$ cat config.mk
export PLATFORM = sky130hd
export DESIGN_NAME = slip_sched_rx
export DESIGN_NICKNAME = d
export VERILOG_FILES = /design/src/rtl/slip_sched_rx_pkg.sv /design/src/rtl/slip_sched_rx_rr_arb.sv /design/src/rtl/slip_sched_rx.sv
export SDC_FILE = /design/constraint.sdc
export NUM_CORES = 1
export LEC_CHECK = 0
export ABC_AREA = 0
export BUFFER_PORTS_ARGS = -buffer_cell sky130_fd_sc_hd__buf_4
export CAP_MARGIN = 5
export CORE_MARGIN = 1.5
export CORE_UTILIZATION = 50
export DETAILED_ROUTE_END_ITERATION = 12
export GPL_ROUTABILITY_DRIVEN = 0
export GPL_TIMING_DRIVEN = 1
export PLACE_DENSITY = 0.75
export REMOVE_ABC_BUFFERS = 1
export SLEW_MARGIN = 20
export SYNTH_ARGS = -nofsm -noshare
export SYNTH_HDL_FRONTEND = slang
export SYNTH_SLANG_ARGS = --single-unit
$ cat constraint.sdc
create_clock -name clk -period 1.5 [get_ports clk]
set_input_delay 0.075 -clock clk [delete_from_list [all_inputs] [get_ports clk]]
set_output_delay 0.075 -clock clk [all_outputs]
set_load 0.05 [all_outputs]
$ cat src/rtl/slip_sched_rx_pkg.sv
// Shared PCS receive constants and slip scheduler types.
// Lane count and scheduler defaults for the 40GBASE-R receive path.
package slip_sched_rx_pkg;

  localparam int PCS_LANE_N = 4;
  localparam int PCS_HOLD_N = 32;
  localparam int PCS_LOCK_N = 16;

  localparam int ST_IDLE_B = 0;
  localparam int ST_SLIP_B = 1;
  localparam int ST_HOLD_B = 2;

  typedef enum logic [2:0] {
    ST_IDLE = 3'b001,
    ST_SLIP = 3'b010,
    ST_HOLD = 3'b100
  } sched_st_e;

endpackage

$ cat src/rtl/slip_sched_rx_rr_arb.sv
// Round-robin one-hot arbiter for the slip scheduler.
// The first request at or after ptr, wrapping, wins.
module rr_arb #(
  parameter int N = 4
) (
  input  logic [N-1:0]         req,
  input  logic [$clog2(N)-1:0] ptr,
  output logic [N-1:0]         grant
);

  logic [2*N-1:0] dbl_req;
  logic [2*N-1:0] dbl_gnt;
  logic [N-1:0]   rot_req;
  logic [N-1:0]   rot_gnt;

  // rotate so ptr is bit 0, take lowest set bit, rotate back
  always_comb begin
    dbl_req = {req, req} >> ptr;
    rot_req = dbl_req[N-1:0];
    rot_gnt = rot_req & (~rot_req + N'(1));
    dbl_gnt = {rot_gnt, rot_gnt} << ptr;
    grant   = dbl_gnt[2*N-1:N];
  end

endmodule

$ cat src/rtl/slip_sched_rx.sv
// Shared bitslip scheduler and all-lanes-lock qualifier.
// Serialises per-lane slip requests with a settle holdoff.
module slip_sched_rx
  import slip_sched_rx_pkg::*;
#(
  parameter int LANE_N = PCS_LANE_N,
  parameter int HOLD_N = PCS_HOLD_N,
  parameter int LOCK_N = PCS_LOCK_N
) (
  input  logic              clk,
  input  logic              nreset,
  input  logic [LANE_N-1:0] slip_req_i,
  input  logic [LANE_N-1:0] lock_i,
  output logic [LANE_N-1:0] slip_o,
  output logic [LANE_N-1:0] busy_o,
  output logic              all_lock_o
);

  localparam int PW = $clog2(LANE_N);
  localparam int HW = (HOLD_N > 1) ? $clog2(HOLD_N) : 1;
  localparam int LW = $clog2(LOCK_N + 1);

  localparam logic [HW-1:0] HOLD_LD  = HW'(HOLD_N - 1);
  localparam logic [LW-1:0] LOCK_MAX = LW'(LOCK_N);

  sched_st_e         state_q, state_d;
  logic [LANE_N-1:0] pending_q, pending_d;
  logic [LANE_N-1:0] active_q, active_d;
  logic [HW-1:0]     hold_cnt_q, hold_cnt_d;
  logic [PW-1:0]     ptr_q, ptr_d;
  logic [LW-1:0]     lock_cnt_q, lock_cnt_d;
  logic [LANE_N-1:0] slip_q, slip_d;
  logic [LANE_N-1:0] busy_q, busy_d;
  logic              all_lock_q, all_lock_d;

  logic [LANE_N-1:0] grant;
  logic [LANE_N-1:0] gnt_m;
  logic [LANE_N-1:0] act_m;
  logic              do_grant;
  logic              in_win_d;

  rr_arb #(
    .N(LANE_N)
  ) u_arb (
    .req  (pending_q),
    .ptr  (ptr_q),
    .grant(grant)
  );

  // FSM next state, grant bookkeeping and pending update
  always_comb begin
    state_d    = state_q;
    active_d   = active_q;
    hold_cnt_d = hold_cnt_q;
    ptr_d      = ptr_q;
    do_grant   = 1'b0;
    unique case (1'b1)
      state_q[ST_IDLE_B]: begin
        if (|pending_q) do_grant = 1'b1;
      end
      state_q[ST_SLIP_B]: begin
        state_d    = ST_HOLD;
        hold_cnt_d = HOLD_LD;
      end
      state_q[ST_HOLD_B]: begin
        if (hold_cnt_q == '0) begin
          if (|pending_q) do_grant = 1'b1;
          else state_d = ST_IDLE;
        end else begin
          hold_cnt_d = hold_cnt_q - HW'(1);
        end
      end
      default: state_d = ST_IDLE;
    endcase

    gnt_m = do_grant ? grant : '0;
    if (do_grant) begin
      state_d  = ST_SLIP;
      active_d = grant;
      for (int k = 0; k < LANE_N; k++) begin
        if (grant[k]) ptr_d = PW'((k + 1) % LANE_N);
      end
    end

    act_m = (state_q[ST_SLIP_B] | state_q[ST_HOLD_B])
          ? active_q : '0;
    pending_d = (pending_q | (slip_req_i & ~act_m)) & ~gnt_m;

    in_win_d = state_d[ST_SLIP_B] | state_d[ST_HOLD_B];
    slip_d   = state_d[ST_SLIP_B] ? active_d : '0;
    busy_d   = pending_d | (in_win_d ? active_d : '0);
  end

  // lock run counter, saturating at LOCK_N
  always_comb begin
    lock_cnt_d = '0;
    if (&lock_i) begin
      lock_cnt_d = (lock_cnt_q == LOCK_MAX)
                 ? LOCK_MAX : lock_cnt_q + LW'(1);
    end
    all_lock_d = (lock_cnt_q == LOCK_MAX) & (&lock_i);
  end

  // state and registered outputs
  always_ff @(posedge clk or negedge nreset) begin
    if (!nreset) begin
      state_q    <= ST_IDLE;
      pending_q  <= '0;
      active_q   <= '0;
      hold_cnt_q <= '0;
      ptr_q      <= '0;
      lock_cnt_q <= '0;
      slip_q     <= '0;
      busy_q     <= '0;
      all_lock_q <= 1'b0;
    end else begin
      state_q    <= state_d;
      pending_q  <= pending_d;
      active_q   <= active_d;
      hold_cnt_q <= hold_cnt_d;
      ptr_q      <= ptr_d;
      lock_cnt_q <= lock_cnt_d;
      slip_q     <= slip_d;
      busy_q     <= busy_d;
      all_lock_q <= all_lock_d;
    end
  end

  assign slip_o     = slip_q;
  assign busy_o     = busy_q;
  assign all_lock_o = all_lock_q;

endmodule
After elaboration in Yosys (flattened, before gate mapping)
Cells that the tools add are included.
W data, S select, Z words.
{"block": "totals", "mem_count": 0, "latchBits": 0, "ram_bits": 0, "wordCells": 54, "rom_bits": 0, "out_inout_bits": 9, "input_bits": 10, "register_bits": 32}
{"block": "op_classes", "eq_ne": 2, "magnitude_cmp": 0, "muxes": 20, "mul": 0, "n_addsub": 3, "shift": 2, "n_reduce_logical": 7, "n_div": 0, "bitwise": 11}
{"operator": "$mux W4", "count": 5}
{"operator": "$mux W5", "count": 3}
{"operator": "$and A4 B4 Y4", "count": 3}
{"operator": "$not A4 Y4", "count": 3}
{"operator": "$pmux W5 S2", "count": 1}
{"operator": "$mux W3", "count": 3}
{"operator": "$mux W2", "count": 4}
{"operator": "$or A4 B4 Y4", "count": 2}
{"operator": "$shl A8 B2 Y8", "count": 1}
{"operator": "$shr A8 B2 Y4", "count": 1}
{"operator": "$pmux W3 S2", "count": 1}
{"operator": "$add A5 B1 Y5 const B", "count": 1}
{"operator": "$eq A5 B5 Y1 const B", "count": 1}
{"operator": "$logic_not A5 Y1", "count": 1}
{"operator": "$sub A5 B1 Y5 const B", "count": 1}
{"operator": "$add A4 B1 Y4 const B", "count": 1}
{"operator": "$reduce_and A2 Y1", "count": 2}
{"operator": "$reduce_and A4 Y1", "count": 1}
{"operator": "$reduce_bool A4 Y1", "count": 1}
{"operator": "$reduce_or A4 Y1", "count": 1}
{"operator": "$mux W1", "count": 2}
{"operator": "$ne A2 B2 Y1 const B", "count": 1}
{"operator": "$or A1 B1 Y1", "count": 2}
{"operator": "$pmux W1 S2", "count": 1}
{"operator": "2 further kinds", "count": 2}

Longest topological paths before layout
{"block": "depth", "word_depth": 9, "ltp_mapped": 7, "ltp_nobuf": 7}

Hierarchy
A second synthesis with hierarchy kept.
{"block": "unflattened", "hier_cells": 132, "hier_area_um2": 1495.2}
{"module": "slip_sched_rx", "seq_area_each_um2": 802.0, "area_per_inst_um2": 1396.3, "cells_per_inst": 116, "instances": 1}
{"module": "rr_arb", "seq_area_each_um2": 0.0, "area_per_inst_um2": 98.8, "cells_per_inst": 16, "instances": 1}

Worst setup path before layout
No wires, ideal clock.
{"block": "synth_timing", "path_type": "register to register", "startpoint": "register hold_cnt_q[0]", "endpoint": "register busy_q[0] (netlist: busy_o[0])", "slack_ns": -0.134, "setup_time_ns": 0.119, "stages_incl_launch_ff": 7, "arrival_time_ns": 1.515, "synth_period_minus_slack_ns": 1.634, "path_buffers": 0, "cell_sequence": "dfrtp_1 > inv_1 > ha_1 > nor4b_4 > o211ai_2 > o21a_1 > a21bo_2"}
{"block": "synth_via", "elab_chain_len": 7, "elab_cells_between_ends": 13, "classes_between": "8 x mux; 4 x bitwise; 1 x reduce/logical"}
{"element": "from (decl)", "line": "slip_sched_rx.sv:29", "rtl": "logic [HW-1:0] hold_cnt_q, hold_cnt_d;"}
{"element": "from (signal assigned)", "line": "slip_sched_rx.sv:120", "rtl": "hold_cnt_q <= hold_cnt_d;"}
{"element": "$logic_not A5 Y1 (*)", "line": "slip_sched_rx.sv:66", "rtl": "if (hold_cnt_q == '0) begin"}
{"element": "$mux W3 or $mux W1 (tied branches)", "line": "slip_sched_rx.sv:66"}
{"element": "$pmux W3 S2 or $pmux W1 S2 (tied branches)", "line": "slip_sched_rx.sv:57", "rtl": "unique case (1'b1)"}
{"element": "$mux W3 (*)", "line": "slip_sched_rx.sv:77", "rtl": "if (do_grant) begin"}
{"element": "net state_d[2]", "line": "slip_sched_rx.sv:26", "rtl": "sched_st_e state_q, state_d;"}
{"element": "$or A1 B1 Y1 (*)", "line": "slip_sched_rx.sv:89", "rtl": "in_win_d = state_d[ST_SLIP_B] | state_d[ST_HOLD_B];"}
{"element": "$mux W4 (*)", "line": "slip_sched_rx.sv:91", "rtl": "busy_d = pending_d | (in_win_d ? active_d : '0);"}
{"element": "$or A4 B4 Y4 (*)", "line": "slip_sched_rx.sv:91"}
{"element": "net busy_d[0]", "line": "slip_sched_rx.sv:33", "rtl": "logic [LANE_N-1:0] busy_q, busy_d;"}
{"element": "to (signal assigned)", "line": "slip_sched_rx.sv:124", "rtl": "busy_q <= busy_d;"}
{"element": "to (decl)", "line": "slip_sched_rx.sv:33"}
Mark *: on every way through the listed nets, which the timed path passes. The rest lies on a longest branch.
A chain may end at the register's enable or synchronous reset.

Worst setup path in the final report
{"block": "layout_timing", "startpoint": "register hold_cnt_q[1]", "endpoint": "register busy_q[3] (netlist: busy_o[3])"}
The elaborated chain is that of the path after synthesis.

==> results.cfg <==
[run_status]
outcome = finished, violations left
violations = setup timing

[logic_synthesis]
yosysTopAreaCell = dfrtp_1
netlist_area_sq_mm = 0.001494
synth_edf_count = 0
synthArstFlopShare = 1.000
synth.area.top_cells = dfrtp_1 (52%), o21ai_0 (4.4%), nor2_1 (4.0%), a21oi_1 (3.4%), ha_1 (3.4%)
synth_ff_type = dfrtp_1
syn_inst = 141
ys_seq_area_frac = 0.5369
synth_top_area_share = 0.5193
synth_top_cells_by_count = dfrtp_1 (31), nor2_1 (16), o21ai_0 (13)
synth_warnings = 0
ys_types = 39
synth-seq-cells = 32
synth_most_common_cell = dfrtp_1
avgSynthCellArea_sq_um = 10.60

[worst_setup_path]
required_ns = 1.74
cp-start-kind = flip-flop
cp_slowest_cell = dfrtp_1
end_kind = flip-flop
crit_path_max_fanout = 5
slowest_delay_ns = 0.40
crit_chain = inv_2 -> ha_4 -> nor4b_4 -> buf_4 -> nor2b_4 -> o21a_4 -> a21bo_2
crit_type = reg2reg
critical_path_arrival_ns = 1.86

[global_routing]
grt_pass1_wl_mm = 5.299
track_usage = 0.2175
antenna_found_initial = 0
grt_use_met2 = 0.3328
grt_max_degree = 33
groute.layer.met1.usage = 0.2771
met3_usage = 0.07813
grt_overflow = 0
grt_pass1_vias = 1191
busiest_layer = met2

[placement]
post-dp-hpwl_mm = 2.140
dpl_cell_area_sq_mm = 0.001777
io_buffers = 18

[timing]
rsz0062_at_grt = yes
worst_slack_ns = -0.1236
max_clock_freq_ghz = 0.6159
worstMarginPinSlew_ns = 0.6394
skew_ns = 0.01859
maxSlewHeadroom = 0.5693
finalSetupViolations = 14
hold_slack_ns = 0.01191
drv_slew = 0
final-hold-violation-count = 0
period_share = 1.082
finalSetupTns_ns = -1.147
layout_min_cycle_time_ns = 1.624

[floorplanning]
io_pins = 19
die_h_um = 57.66
core_area_sq_mm = 0.002805
die_w_um = 57.66
rows = 19
initial_core_util = 0.5326
fp.dieArea_sq_mm = 0.003325

[clocking]
clk_pin_slew_ns = 0.10
htreeDepth = 2
tritoncts = yes
cts-root-buf = clkbuf_4
insertion_delay_ns = 0.34
cts.sinks = 32
numCtsBuffers = 5
clockBufferDepth = 2

[layout]
final_cell_area_sq_mm = 0.001989
layout.nets = 198
antennaDiodeCount = 0
final_util = 0.7092
syn_to_final_growth_pct = 33.17
drive_above_1_share = 0.4324
nFillCells = 200

[route]
drt.antenna.violating_nets = 0
drtPass1Iterations = 4
post_drt_wl_per_cell_um = 14.62
drc = 0
drtIter0Drc = 31
vias = 1176
viasPerCell = 5.444
drt-total-wl_mm = 3.157

[hold_path]
hold_class = in2reg

[power]
p_per_area_mw_per_mm2 = 1841
power.leakage_nw = 0.8868
peakVddDrop_uv = 1252
power_mw = 3.662

[run]
max_cap_viol_count = 0
## critical path, delay by kind of cell, from the launching register on
kind	cells	cell delay, ns
flip-flops	1	0.40
adder cells (fa/ha/maj)	1	0.13
AND/OR/NAND/NOR	2	0.31
buffers and inverters	2	0.26
AO/OA/AOI/OAI	2	0.44
## final timing paths
kind | startpoint | to | slack (ns) | depth (start not counted)
worst max-delay path | hold_cnt_q[1]$_DFFE_PN0P_ | busy_o[3]$_DFF_PN0_ | -0.12 | 7
worst min-delay path | slip_req_i[3] | pending_q[3]$_DFF_PN0_ | 0.01 | 3
worst max register to register | hold_cnt_q[1]$_DFFE_PN0P_ | busy_o[3]$_DFF_PN0_ | -0.12 | 7
worst min register to register | lock_cnt_q[0]$_DFF_PN0_ | lock_cnt_q[0]$_DFF_PN0_ | 0.51 | 1
max in group asynchronous | nreset | state_q[0]$_DFF_PN1_ | 0.99 | 2
min in group asynchronous | nreset | busy_o[2]$_DFF_PN0_ | 0.19 | 2
## cell type report
type | count | area, sq um | share of cell area
clock buffers | 7 | 45.04 | 0.02264
clock inverters | 1 | 5.005 | 0.002516
inverters | 9 | 36.28 | 0.01824
multi-input cells | 95 | 737.0 | 0.3704
flip-flops and latches | 32 | 802.0 | 0.4031
well taps | 31 | 38.79 | 0.01950
repair buffers | 41 | 325.3 | 0.1635
## cell families after synthesis
| group | count (synthesis) | share of synthesized area |
|---|---|---|
| simple gates | 44 | 0.1633 |
| compound gates | 43 | 0.1951 |
| flops | 32 | 0.5369 |
| buf+inv | 14 | 0.04690 |
| fa+ha+maj | 4 | 0.03350 |
| xor+xnor | 3 | 0.01759 |
| mux | 1 | 0.006700 |
## what timing repair did
item,in CTS,in global routing
hold endpoints to repair,32,0
resized for setup,15,19
hold buffers,1,0
endpoints found under the setup margin,16,22
pin swaps,12,7
buffers inserted,1,2
## routing by layer
metal | up-vias | wire length, um
met1 | 573 | 1399
li1 | 579 | -
met2 | 15 | 1589
met4 | 0 | 71
met3 | 9 | 97
met5 | - | 0
## placed cells by master, fill, tap and decap left out, types with 2 or more instances in the layout
cell type,count
buf_4,36
clkbuf_4,5
a21o_1,3
ha_1,2
buf_6,4
inv_1,6
nor2_1,11
nand3_1,2
dfrtp_1,31
nor3_1,5
o21ai_0,11
xor2_1,2
clkbuf_1,2
nor2_4,3
nor2_2,2
nand2_2,2
a21bo_2,4
nand2b_1,2
ha_4,2
nand3b_1,2
o21ai_1,2
a21oi_1,9
inv_2,2
nand2_1,2
nor2b_1,3
nand3_2,2
## where the power goes
| group | internal [mW] | switching, mW | leakage (nW) |
|---|---|---|---|
| clock | 0.182 | 0.292 | 0.0293 |
| combinational | 0.863 | 0.982 | 0.485 |
| sequential | 1.11 | 0.230 | 0.373 |
| total | 2.16 | 1.50 | 0.887 |
## registers in the layout, indices dropped and copies added (netlist names)
signal	flops
lock_cnt_q	5
ptr_q	2
busy_o	4
active_q	4
state_q	3
hold_cnt_q	5
slip_o	4
all_lock_o	1
pending_q	4
## through the flow
step                      cells  setup WS (ns)
after floorplan             136        -0.2465
after global placement      204        -0.1351
after detailed placement    204        -0.1942
after CTS                   214        -0.1311
after global routing        216        -0.1824
final                       216        -0.1236
Note: power is estimated with default switching activity, not from simulation.
